### src/rtl/mash_sdm_divctl.sv
// mash_sdm_divctl: MASH 1-1-1 fractional-N divide-ratio generator feeding the MMD DIVNUM input
// Ports: CKVD divided clock, NARST async active-low reset, EN modulator enable (low = integer-only),
//        LOAD shadow-word strobe, N_INT/N_FRAC requested ratio, DIVNUM registered ratio, SAT clamp flag.
// Optional feature: define SDM_DITHER_EN to add 15-bit LFSR dither on the stage-1 input.
module mash_sdm_divctl #(
    parameter int FRAC_W  = 16,
    parameter int OUT_W   = 9,
    parameter int ORDER   = 3,
    parameter int DIV_MIN = 4,
    parameter int DIV_RST = 32
) (
    input  logic              CKVD,
    input  logic              NARST,
    input  logic              EN,
    input  logic              LOAD,
    input  logic [OUT_W-1:0]  N_INT,
    input  logic [FRAC_W-1:0] N_FRAC,
    output logic [OUT_W-1:0]  DIVNUM,
    output logic              SAT
);
    localparam logic signed [OUT_W+1:0] MIN_S = (OUT_W+2)'(DIV_MIN);
    localparam logic signed [OUT_W+1:0] MAX_S = (OUT_W+2)'((1 << OUT_W) - 1);

    if (ORDER < 1 || ORDER > 3) begin : g_bad_order
        $error("mash_sdm_divctl: ORDER must be 1, 2 or 3");
    end

    logic [OUT_W-1:0]        int_sh_q, int_q, divnum_q, divnum_d;
    logic [FRAC_W-1:0]       frac_sh_q, frac_q, e1_q, e2_q, e3_q, e1_d, e2_d, e3_d;
    logic                    c2d_q, c3d_q, c3dd_q, sat_q, sat_d, c1, c2, c3, d;
    logic [FRAC_W:0]         s1, s2, s3;
    logic signed [3:0]       y;
    logic signed [OUT_W+1:0] sum;

`ifdef SDM_DITHER_EN
    logic [14:0] lfsr_q;
    assign d = lfsr_q[14];
    // x^15 + x^14 + 1; parked at its seed whenever the modulator is idle
    always_ff @(posedge CKVD or negedge NARST)
        if (!NARST) lfsr_q <= 15'h0001;
        else        lfsr_q <= EN ? {lfsr_q[13:0], lfsr_q[14] ^ lfsr_q[13]} : 15'h0001;
`else
    assign d = 1'b0;
`endif

    always_comb begin
        s1 = {1'b0, e1_q} + {1'b0, frac_q} + {{FRAC_W{1'b0}}, d};
        s2 = {1'b0, e2_q} + {1'b0, s1[FRAC_W-1:0]};
        s3 = {1'b0, e3_q} + {1'b0, s2[FRAC_W-1:0]};
        c1 = s1[FRAC_W];
        // stages above ORDER stay at zero and never carry
        c2 = ORDER >= 2 && s2[FRAC_W];
        c3 = ORDER >= 3 && s3[FRAC_W];
        e1_d = EN ? s1[FRAC_W-1:0] : '0;
        e2_d = EN && ORDER >= 2 ? s2[FRAC_W-1:0] : '0;
        e3_d = EN && ORDER >= 3 ? s3[FRAC_W-1:0] : '0;
        // noise cancellation: c1 + (1-z^-1)c2 + (1-z^-1)^2 c3
        y = EN ? $signed({3'b000, c1}) + $signed({3'b000, c2}) - $signed({3'b000, c2d_q})
               + $signed({3'b000, c3}) - $signed({2'b00, c3d_q, 1'b0}) + $signed({3'b000, c3dd_q})
               : 4'sd0;
        sum = $signed({2'b00, int_q}) + $signed({{(OUT_W-2){y[3]}}, y});
        sat_d = sum < MIN_S || sum > MAX_S;
        divnum_d = sum < MIN_S ? MIN_S[OUT_W-1:0] : sum > MAX_S ? MAX_S[OUT_W-1:0] : sum[OUT_W-1:0];
    end

    always_ff @(posedge CKVD or negedge NARST) begin
        if (!NARST) begin
            int_sh_q  <= OUT_W'(DIV_RST);
            int_q     <= OUT_W'(DIV_RST);
            frac_sh_q <= '0;
            frac_q    <= '0;
            e1_q      <= '0;
            e2_q      <= '0;
            e3_q      <= '0;
            c2d_q     <= 1'b0;
            c3d_q     <= 1'b0;
            c3dd_q    <= 1'b0;
            divnum_q  <= OUT_W'(DIV_RST);
            sat_q     <= 1'b0;
        end else begin
            if (LOAD) begin
                int_sh_q  <= N_INT;
                frac_sh_q <= N_FRAC;
            end
            // active word follows shadow one edge later, so a word change lands atomically
            int_q    <= int_sh_q;
            frac_q   <= frac_sh_q;
            e1_q     <= e1_d;
            e2_q     <= e2_d;
            e3_q     <= e3_d;
            c2d_q    <= EN && c2;
            c3d_q    <= EN && c3;
            c3dd_q   <= EN && c3d_q;
            divnum_q <= divnum_d;
            sat_q    <= sat_d;
        end
    end

    assign DIVNUM = divnum_q;
    assign SAT    = sat_q;
endmodule

### config.mk
export PLATFORM = sky130hd
export DESIGN_NAME = mash_sdm_divctl
export DESIGN_NICKNAME = d
export VERILOG_FILES = /design/src/rtl/mash_sdm_divctl.sv
export SDC_FILE = /design/constraint.sdc
export NUM_CORES = 1
export LEC_CHECK = 0
export BUFFER_PORTS_ARGS = -buffer_cell sky130_fd_sc_hd__clkbuf_2
export CAP_MARGIN = 25
export CORE_MARGIN = 1.5
export CORE_UTILIZATION = 40
export CTS_BUF_LIST = sky130_fd_sc_hd__clkbuf_8
export DETAILED_ROUTE_END_ITERATION = 10
export HOLD_SLACK_MARGIN = 0.08
export SKIP_CTS_REPAIR_TIMING = 1
export SYNTH_ARGS = -nofsm -noshare
export SYNTH_HDL_FRONTEND = slang
export SYNTH_SLANG_ARGS = --single-unit
### constraint.sdc
create_clock -name CKVD -period 12.5 [get_ports CKVD]
set_input_delay 1.875 -clock CKVD [delete_from_list [all_inputs] [get_ports CKVD]]
set_output_delay 1.875 -clock CKVD [all_outputs]
set_load 0.02 [all_outputs]
Yosys cells after proc, flatten, opt, wreduce, memory -nomap -nowiden
Index checks and enable logic that the tools add are counted.
- register bits after elaboration: 111
- bits of input ports: 29
- output and inout port bits: 10
- word-level logic and storage cells: 33
- $add $sub $neg: 9
- magnitude comparators: 2
- multiplexer cells: 6
- reduce and logical (&&, ||, !) cells: 4
- operators by type and width (cell ; count):
    adder 16 x 16 -> 17 bit ; 3
    2-to-1 mux 16 bit ; 3
    2-to-1 mux 9 bit ; 2
    adder 10 x 4 -> 11 bit ; 1
    > comparator 11 x 10 -> 1 bit (second input constant) ; 1
    < comparator 11 x 4 -> 1 bit (second input constant) ; 1
    adder 3 x 2 -> 4 bit ; 1
    adder 4 x 2 -> 4 bit ; 1
    2-to-1 mux 4 bit ; 1
    subtractor 4 x 3 -> 4 bit ; 1
    logical AND 1 bit ; 3
    subtractor 2 x 1 -> 3 bit ; 1
    adder 1 x 1 -> 2 bit ; 1
    logical OR 1 bit ; 1

Logic depth before layout (Yosys ltp)
Gate-level depths: netlist of the first run.
- word-level depth: 12
- gate-level depth with buffers: 34
- mapped depth without buffers: 33

Worst setup path after synthesis of the first run
No wires, ideal clock.
- kind: register to register
- start point: reg frac_q[0]
- end point: reg divnum_q[2] (netlist: DIVNUM[2])
- arrival time: 6.655 ns
- setup slack: 5.771 ns
- cell stages (with the launch flop): 34
- buffers on the path: 1
- cells stage by stage: dfrtp_1 -> ha_1 -> inv_1 -> fa_1 -> nor2b_1 -> o21ai_1 -> a21boi_1 -> o31ai_2 -> o21ai_0 -> xor2_1 -> ha_1 -> and3_1 -> a41o_1 -> nand2b_4 -> or4_1 -> nand3_1 -> ha_1 -> a21o_1 -> nor3_1 -> o2bb2ai_1 -> o21a_1 -> fa_1 -> inv_1 -> a311o_2 -> inv_1 -> ha_1 -> buf_2 -> a21oi_1 -> o21ai_0 -> a21oi_1 -> xnor2_1 -> nand3_1 -> or4_1 -> nand4b_1
- cells in the longest elaborated chain, start to end: 12
- elaborated cells between the ends (all ways): 14
- ends and longest elaborated chain (item ; RTL line ; RTL):
    start: declaration ; 29 ; logic [FRAC_W-1:0] frac_sh_q, frac_q, e1_q, e2_q, e3_q, e1_d, e2_d, e3_d;
    start signal: assignment ; 87 ; frac_q <= frac_sh_q;
    adder 16 x 16 -> 17 bit (*) ; 47 ; s1 = {1'b0, e1_q} + {1'b0, frac_q} + {{FRAC_W{1'b0}}, d};
    branches (longest 3 deep; another with adder 16 x 16 -> 17 bit) ; - ;
    adder 3 x 2 -> 4 bit (*) ; 59 ; + $signed({3'b000, c3}) - $signed({2'b00, c3d_q, 1'b0}) + $signed({3'b000, c3dd_q})
    subtractor 4 x 3 -> 4 bit (*) ; 59 ;
    adder 4 x 2 -> 4 bit (*) ; 59 ;
    2-to-1 mux 4 bit (*) ; 58 ; y = EN ? $signed({3'b000, c1}) + $signed({3'b000, c2}) - $signed({3'b000, c2d_q})
    adder 10 x 4 -> 11 bit (*) ; 61 ; sum = $signed({2'b00, int_q}) + $signed({{(OUT_W-2){y[3]}}, y});
    > comparator 11 x 10 -> 1 bit ; 63 ; divnum_d = sum < MIN_S ? MIN_S[OUT_W-1:0] : sum > MAX_S ? MAX_S[OUT_W-1:0] : sum[OUT_W-1:0];
    2-to-1 mux 9 bit ; 63 ;
    2-to-1 mux 9 bit (*) ; 63 ;
    via divnum_d[2] ; 28 ; logic [OUT_W-1:0] int_sh_q, int_q, divnum_q, divnum_d;
    end signal: assignment ; 78 ; divnum_q <= OUT_W'(DIV_RST);
    end signal: assignment ; 94 ; divnum_q <= divnum_d;
    end: declaration ; 28 ;
Mark *: on every way through the listed nets, which the timed path passes.
A chain may end at the register's enable or synchronous reset.

Worst setup path in the final report of the first run
Same ends and word-level chain as after synthesis.

==> results of run 1 <==
## critical path: cells and delay by family, from the launching register on
kind,cells,cell delay [ps]
compound gates,12,2660
xor+xnor,2,910
fa+ha+maj,6,1760
buf+inv,3,360
flops,1,350
simple gates,8,1510
## logic make-up after synthesis
family	Yosys count	share of synthesized area [%]
adder cells (fa/ha/maj)	73	15.1
multiplexers	28	4.90
AO/OA/AOI/OAI	140	14.6
XOR/XNOR	43	6.22
buffers and inverters	47	2.93
AND/OR/NAND/NOR	155	12.5
flip-flops	111	43.7
## worst paths after layout
| path | from | endpoint | slack, ps |
|---|---|---|---|
| worst min-delay path | int_sh_q[5] | int_q[5] | 380 |
| worst max-delay path | frac_q[0] | DIVNUM[2] | 4790 |
| max in group asynchronous | NARST | int_sh_q[8] | 9820 |
| worst max register to register | frac_q[0] | DIVNUM[2] | 4790 |
| worst min register to register | int_sh_q[5] | int_q[5] | 380 |
| min in group asynchronous | NARST | e2_q[10] | 1510 |
## per-stage QoR
step           hold WS (ps)  cell area [sq um]  util [%]  std cells  worst slack, ps
2_1_floorplan           350               6360         -        597             5770
3_3_place_gp            356               6770      44.0        835             5100
3_5_place_dp            359               6770      44.0        835             4850
4_1_cts                 378               6970      45.3        851             4820
5_1_grt                 382               6970      45.3        851             4080
6_report                377               6970      45.3        851             4790
## cells in the final DEF, fill, tap and decap left out, types with 3 or more instances in the layout
| master | n |
|---|---|
| o21ai_0 | 20 |
| mux2i_1 | 3 |
| o31ai_1 | 3 |
| a21o_1 | 27 |
| inv_1 | 34 |
| nand3_1 | 10 |
| o21a_1 | 8 |
| and2_1 | 32 |
| ha_1 | 67 |
| nor3b_1 | 3 |
| dfrtp_1 | 108 |
| o21bai_1 | 3 |
| a31oi_1 | 8 |
| nor2b_1 | 7 |
| mux2_2 | 25 |
| o21ai_1 | 4 |
| clkbuf_8 | 9 |
| or4_1 | 4 |
| and3_1 | 6 |
| clkbuf_2 | 37 |
| dfstp_2 | 3 |
| fa_1 | 6 |
| nor3_1 | 5 |
| xnor2_1 | 21 |
| nand2b_1 | 9 |
| nand2_1 | 26 |
| inv_8 | 3 |
| or3_1 | 3 |
| xor2_1 | 21 |
| a21oi_1 | 40 |
| nor2_1 | 43 |
## layer usage
layer / vias up / part of all wire (%) / routed length [microns]
li1: 2167 / - / -
met1: 2134 / 48 / 5920
met2: 87 / 47 / 5760
met3: 15 / 3.6 / 449
met4: 0 / 1.5 / 188
met5: - / 0 / 0
## registers in the layout (all words and copies together), names as in the netlist, 9 cells and up
register	count
DIVNUM	9
e1_q	16
e2_q	16
e3_q	16
frac_q	16
frac_sh_q	16
int_q	9
int_sh_q	9
## layout make-up
type | instances | area, sq um | area share, %
inverters | 35 | 131 | 1.89
flip-flops and latches | 111 | 2780 | 39.9
well taps | 211 | 264 | 3.79
clock buffers | 9 | 124 | 1.78
repair buffers | 39 | 200 | 2.87
multi-input cells | 439 | 3390 | 48.7
clock inverters | 7 | 72.6 | 1.04
==> impl_metrics.env, run 1 <==
export IMPL_io_pins=39
export IMPL_period_needed_ps=7710
export IMPL_worst_pin_slew_ps=750
export IMPL_max_cap_violations=0
export IMPL_status="complete, no violations"
export IMPL_yosysTopAreaCellShare_pct=42.5
export IMPL_yosys_warnings=0
export IMPL_ys_flop_type="dfrtp_1"
export IMPL_path_clk_slew_ps=110
export IMPL_ys_seq_elements=111
export IMPL_drtAntennaViolNets=0
export IMPL_cts_max_path_buffers=2
export IMPL_cts_root_buf="clkbuf_8"
export IMPL_finalSetupTns_ps=0
export IMPL_maxSlewViolCount=0
export IMPL_synth_area_leaders="dfrtp_1 42%, ha_1 13%, mux2_2 4.4%"
export IMPL_portBuffers=38
export IMPL_min_period_over_period_pct=61.7
export IMPL_grt_max_degree=59
export IMPL_die_area_sq_um=16700
export IMPL_crit_path_frequent_cell="ha_1"
export IMPL_syn_area_sq_um=6360
export IMPL_synth_distinct_cells=61
export IMPL_busiest_layer="met2"
export IMPL_use_met2_pct=26.6
export IMPL_worstSetupPathType="reg -> reg"
export IMPL_drt_vias_per_instance=5.17
export IMPL_place_congestion=0.823
export IMPL_cts_buffers=9
export IMPL_drive_gt1_share_pct=14.5
export IMPL_layout_nets=737
export IMPL_initial_core_util_pct=41.4
export IMPL_wirelength_mm=12.3
export IMPL_reg2reg_depth=31
export IMPL_drc=0
export IMPL_synthArstFlopShare_pct=100
export IMPL_setup_viol_count_final=0
export IMPL_htreeDepth=3
export IMPL_die_x_microns=129
export IMPL_grt_ovfl_total=0
export IMPL_fmax_mhz=130
export IMPL_synth_most_common_cell="dfrtp_1"
export IMPL_rows=45
export IMPL_syn_nets=699
export IMPL_hold_viol_final=0
export IMPL_rsz0062_at_grt="false"
export IMPL_crit_path_start_kind="flop"
export IMPL_vias=4403
export IMPL_cp_slowest_stage_delay_ps=610
export IMPL_synth_top_cell_by_area="dfrtp_1"
export IMPL_grt_pass1_wl_mm=21.3
export IMPL_core_sq_um=15400
export IMPL_drt_iter0_drc=271
export IMPL_synthCells=597
export IMPL_use_met3_pct=4.21
export IMPL_end_kind="flop"
export IMPL_critPathSlowestCell="xnor2_1"
export IMPL_antenna_found_initial=0
export IMPL_hold_path_class="reg -> reg"
export IMPL_dr_pass1_iters=4
export IMPL_critical_path_max_fanout=10
export IMPL_arrival_ps=7950
export IMPL_grt_pass1_vias=4486
export IMPL_track_usage_pct=16.2
export IMPL_grtUsageMet1_pct=21.3
export IMPL_required_ps=12730
export IMPL_routedWlPerCell_microns=14.5
export IMPL_clock_skew_ps=14.2
export IMPL_area_growth_pct=9.52
export IMPL_slew_headroom_pct=49.6
export IMPL_synth_edf_count=0
export IMPL_num_fill_cells=1471
export IMPL_dp_final_hpwl_mm=9.02
export IMPL_hold_depth=0
export IMPL_cts_tree="built"
export IMPL_seq_area_frac_synth_pct=43.7
export IMPL_clock_latency_ps=390
export IMPL_synth_commonest_cells="108 x dfrtp_1, 67 x ha_1, 43 x nor2_1"
export IMPL_antenna_cells=0
export IMPL_fp_dieH_microns=129
export IMPL_avgSynthCellArea_sq_um=10.7
export IMPL_cts_sinks=111
Power of run 1 is not shown: default switching activity piles up to over one toggle a cycle in this logic, so the estimate is an artifact.
==> run 2, diff against run 1 <==
Clock period 12.5 ns to 7.9 ns, I/O delays scaled along.
==> impl_metrics.env, run 2 (synthesis gave the netlist of run 1 again) <==
export IMPL_drc=0
export IMPL_max_cap_violations=0
export IMPL_status="complete, no violations"
export IMPL_rows=45
export IMPL_io_pins=39
export IMPL_portBuffers=38
export IMPL_wl_met3_microns=394
export IMPL_hold_path_class="reg -> reg"
export IMPL_path_clk_slew_ps=110
export IMPL_critPathSlowestCell="a311o_2"
export IMPL_met1_length_mm=5.84
export IMPL_final_common_cell="dfrtp_1"
export IMPL_setup_viol_count_final=0
export IMPL_arrival_ps=7690
export IMPL_routed_wl_met2_mm=5.87
export IMPL_antenna_found_initial=0
export IMPL_cts_sinks=111
export IMPL_vias=4365
export IMPL_place_congestion=0.816
export IMPL_crit_path_frequent_cell="ha_1"
export IMPL_worst_pin_slew_ps=722
export IMPL_grt_pass1_vias=4391
export IMPL_layout_setup_ws_ps=544
export IMPL_crit_path_start_kind="flop"
export IMPL_highest_layer="met4"
export IMPL_maxSlewViolCount=0
export IMPL_initial_core_util_pct=41.4
export IMPL_layout_common_cells="108 x dfrtp_1, 67 x ha_1, 43 x nor2_1"
export IMPL_fmax_mhz=136
export IMPL_drive_gt1_share_pct=15.3
export IMPL_antenna_cells=0
export IMPL_track_usage_pct=16.2
export IMPL_critical_path_max_fanout=8
export IMPL_cts_buffers=9
export IMPL_critical_path_buf_inv_count=3
export IMPL_dr_pass1_iters=4
export IMPL_die_area_sq_um=16700
export IMPL_clock_skew_ps=8.72
export IMPL_grt_max_degree=59
export IMPL_layout_nets=739
export IMPL_wirelength_mm=12.3
export IMPL_cp_slowest_stage_delay_ps=460
export IMPL_required_ps=8240
export IMPL_routedWlPerCell_microns=14.4
export IMPL_drt_iter0_drc=214
export IMPL_htreeDepth=3
export IMPL_cts_root_buf="clkbuf_8"
export IMPL_grt_pass1_wl_mm=21.3
export IMPL_hold_viol_final=0
export IMPL_die_x_microns=129
export IMPL_fp_dieH_microns=129
export IMPL_grt_ovfl_total=0
export IMPL_pre_cts_ws_ps=297
export IMPL_dp_final_hpwl_mm=9.05
export IMPL_period_needed_ps=7360
export IMPL_cts_max_path_buffers=2
export IMPL_drtAntennaViolNets=0
export IMPL_core_sq_um=15400
export IMPL_slew_headroom_pct=51.9
export IMPL_clock_latency_ps=400
export IMPL_worstSetupPathType="reg -> reg"
export IMPL_end_kind="flop"
export IMPL_min_period_over_period_pct=93.1
export IMPL_drt_vias_per_instance=5.12
export IMPL_cp_top_family="compound AO/OA/AOI/OAI gates"
export IMPL_cts_tree="built"
export IMPL_area_growth_pct=10.3
==> run 2: changes by cell type in the layout (fill, tap and decap cells not counted), sizes merged <==
cell,change
buf,+2
clkinv,-2
clkinvlp,+2
bufinv,+1
inv,-1
==> run 2: layout make-up <==
cell class	count	area [sq um]
Sequential cell	111	2780
Multi-Input combinational cell	439	3410
Clock inverter	7	86.3
Fill cell	1459	8360
Clock buffer	9	124
Inverter	35	135
Timing Repair Buffer	41	215
Tap cell	211	264
==> run 2: layer usage <==
layer | global-route usage [%] | vias to the layer above
met5 | 0 | -
met4 | 5.22 | 0
met3 | 3.39 | 10
met2 | 26.6 | 69
met1 | 21.6 | 2116
li1 | - | 2170
==> run 2: metrics by stage <==
| stage | cells | hold WS [ps] | TNS, ps | instance area (sq um) | utilization, % |
|---|---|---|---|---|---|
| after floorplan | 597 | 350 | 0 | 6360 | - |
| after global placement | 836 | 356 | 0 | 6780 | 44.1 |
| after detailed placement | 836 | 358 | 0 | 6780 | 44.1 |
| after CTS | 852 | 374 | 0 | 6990 | 45.5 |
| after global routing | 853 | 376 | -47.8 | 7020 | 45.6 |
| final | 853 | 371 | 0 | 7020 | 45.6 |
==> run 2: worst paths after layout <==
check	from	end	slack [ps]	depth (start not counted)
max	frac_q[0]	DIVNUM[2]	540	32
min	int_sh_q[5]	int_q[5]	370	0
max reg2reg	frac_q[0]	DIVNUM[2]	540	32
min reg2reg	int_sh_q[5]	int_q[5]	370	0
max in group asynchronous	NARST	int_q[7]	5920	2
min in group asynchronous	NARST	e3_q[11]	800	1
==> run 2: worst register-to-register path, delay by kind of cell, from the launching register on <==
kind                       cells  cell delay (ps)
AOI/OAI and AO/OA             12             2590
xor gates and xnor gates       2              440
adders and majority gates      6             1700
buffers and inverters          3              280
DFF                            1              350
and+or+nand+nor                9             1910
Power of run 2 is left out for the same reason.
==> run 3, diff against run 2 <==
Settings changed: CORE_UTILIZATION 40 to 63, PLACE_DENSITY set to 0.82.
==> impl_metrics.env, run 3 (synthesis gave the netlist of run 1 again) <==
export IMPL_status="complete, no violations"
export IMPL_cts_max_path_buffers=2
export IMPL_cts_buffers=9
export IMPL_max_cap_violations=0
export IMPL_crit_path_start_kind="flop"
export IMPL_worst_pin_slew_ps=926
export IMPL_min_period_over_period_pct=92.5
export IMPL_grt_ovfl_total=0
export IMPL_maxSlewViolCount=0
export IMPL_fp_dieH_microns=103
export IMPL_period_needed_ps=7310
export IMPL_layout_common_cells="108 x dfrtp_1, 66 x ha_1, 43 x nor2_1"
export IMPL_critical_path_max_fanout=8
export IMPL_fmax_mhz=137
export IMPL_io_pins=39
export IMPL_cts_tree="built"
export IMPL_drive_gt1_share_pct=15.3
export IMPL_place_congestion=0.891
export IMPL_portBuffers=38
export IMPL_cp_slowest_stage_delay_ps=450
export IMPL_htreeDepth=3
export IMPL_dr_pass1_iters=4
export IMPL_required_ps=8230
export IMPL_arrival_ps=7640
export IMPL_antenna_found_initial=0
export IMPL_drtAntennaViolNets=0
export IMPL_vias=4437
export IMPL_layout_setup_ws_ps=590
export IMPL_dp_final_hpwl_mm=9.09
export IMPL_critPathSlowestCell="a311o_2"
export IMPL_wirelength_mm=12.3
export IMPL_slew_headroom_pct=38.3
export IMPL_area_growth_pct=9.07
export IMPL_layout_nets=737
export IMPL_hold_viol_final=0
export IMPL_grt_pass1_wl_mm=20.6
export IMPL_finalSetupTns_ps=0
export IMPL_path_clk_slew_ps=100
export IMPL_cts_sinks=111
export IMPL_antenna_cells=0
export IMPL_grt_pass1_vias=4580
export IMPL_drc=0
export IMPL_pre_cts_ws_ps=534
export IMPL_crit_path_frequent_cell="ha_1"
export IMPL_final_common_cell="dfrtp_1"
export IMPL_end_kind="flop"
export IMPL_hold_path_class="reg -> reg"
export IMPL_worstSetupPathType="reg -> reg"
export IMPL_grt_max_degree=76
export IMPL_cts_root_buf="clkbuf_8"
export IMPL_setup_viol_count_final=0
export IMPL_track_usage_pct=25.3
export IMPL_rsz0062_at_grt="false"
export IMPL_drt_vias_per_instance=5.74
export IMPL_core_sq_um=9770
export IMPL_routedWlPerCell_microns=16.0
export IMPL_die_x_microns=103
export IMPL_die_area_sq_um=10700
export IMPL_rows=36
export IMPL_clock_skew_ps=13.9
export IMPL_clock_latency_ps=390
export IMPL_drt_iter0_drc=182
export IMPL_initial_core_util_pct=65.1
[run 3: critical path: cells and delay by family (launching register included)]
kind	cells	cell delay, ps
fa+ha+maj	6	1580
simple gates	9	1870
flops	1	380
buf+inv	3	320
compound gates	12	2800
xor+xnor	2	340
[run 3: final timing paths]
| kind | startpoint | to | slack [ps] | cells past startpoint |
|---|---|---|---|---|
| worst min-delay path | int_sh_q[5] | int_q[5] | 380 | 0 |
| worst max register to register | frac_q[0] | DIVNUM[2] | 590 | 32 |
| worst max-delay path | frac_q[0] | DIVNUM[2] | 590 | 32 |
| max in group asynchronous | NARST | e3_q[14] | 5880 | 2 |
| min in group asynchronous | NARST | frac_q[6] | 740 | 1 |
| worst min register to register | int_sh_q[5] | int_q[5] | 380 | 0 |
[run 3: final cells by class]
cell class | count | area, sq um
timing repair buffer | 39 | 200
clock inverter | 7 | 120
clock buffer | 9 | 124
sequential | 111 | 2780
tap | 133 | 166
multi-input combinational | 439 | 3410
inverter | 35 | 135
fill | 734 | 2840
[run 3: per-stage QoR]
| stage | hold slack (ps) | util, % | std cells | cell area (sq um) |
|---|---|---|---|---|
| after global placement | 356 | 68.3 | 757 | 6670 |
| after floorplan | 350 | - | 597 | 6360 |
| after detailed placement | 362 | 68.3 | 757 | 6670 |
| final | 380 | 71.0 | 773 | 6940 |
| after global routing | 390 | 71.0 | 773 | 6940 |
| after CTS | 383 | 70.8 | 773 | 6920 |
[run 3: per-layer routing]
metal  GRT usage, %  share of wire (%)
met1           30.6                 44
met5              0                  0
met4           10.4                2.4
met3           5.04                2.9
met2           44.2                 51
Power of run 3 is left out for the same reason.
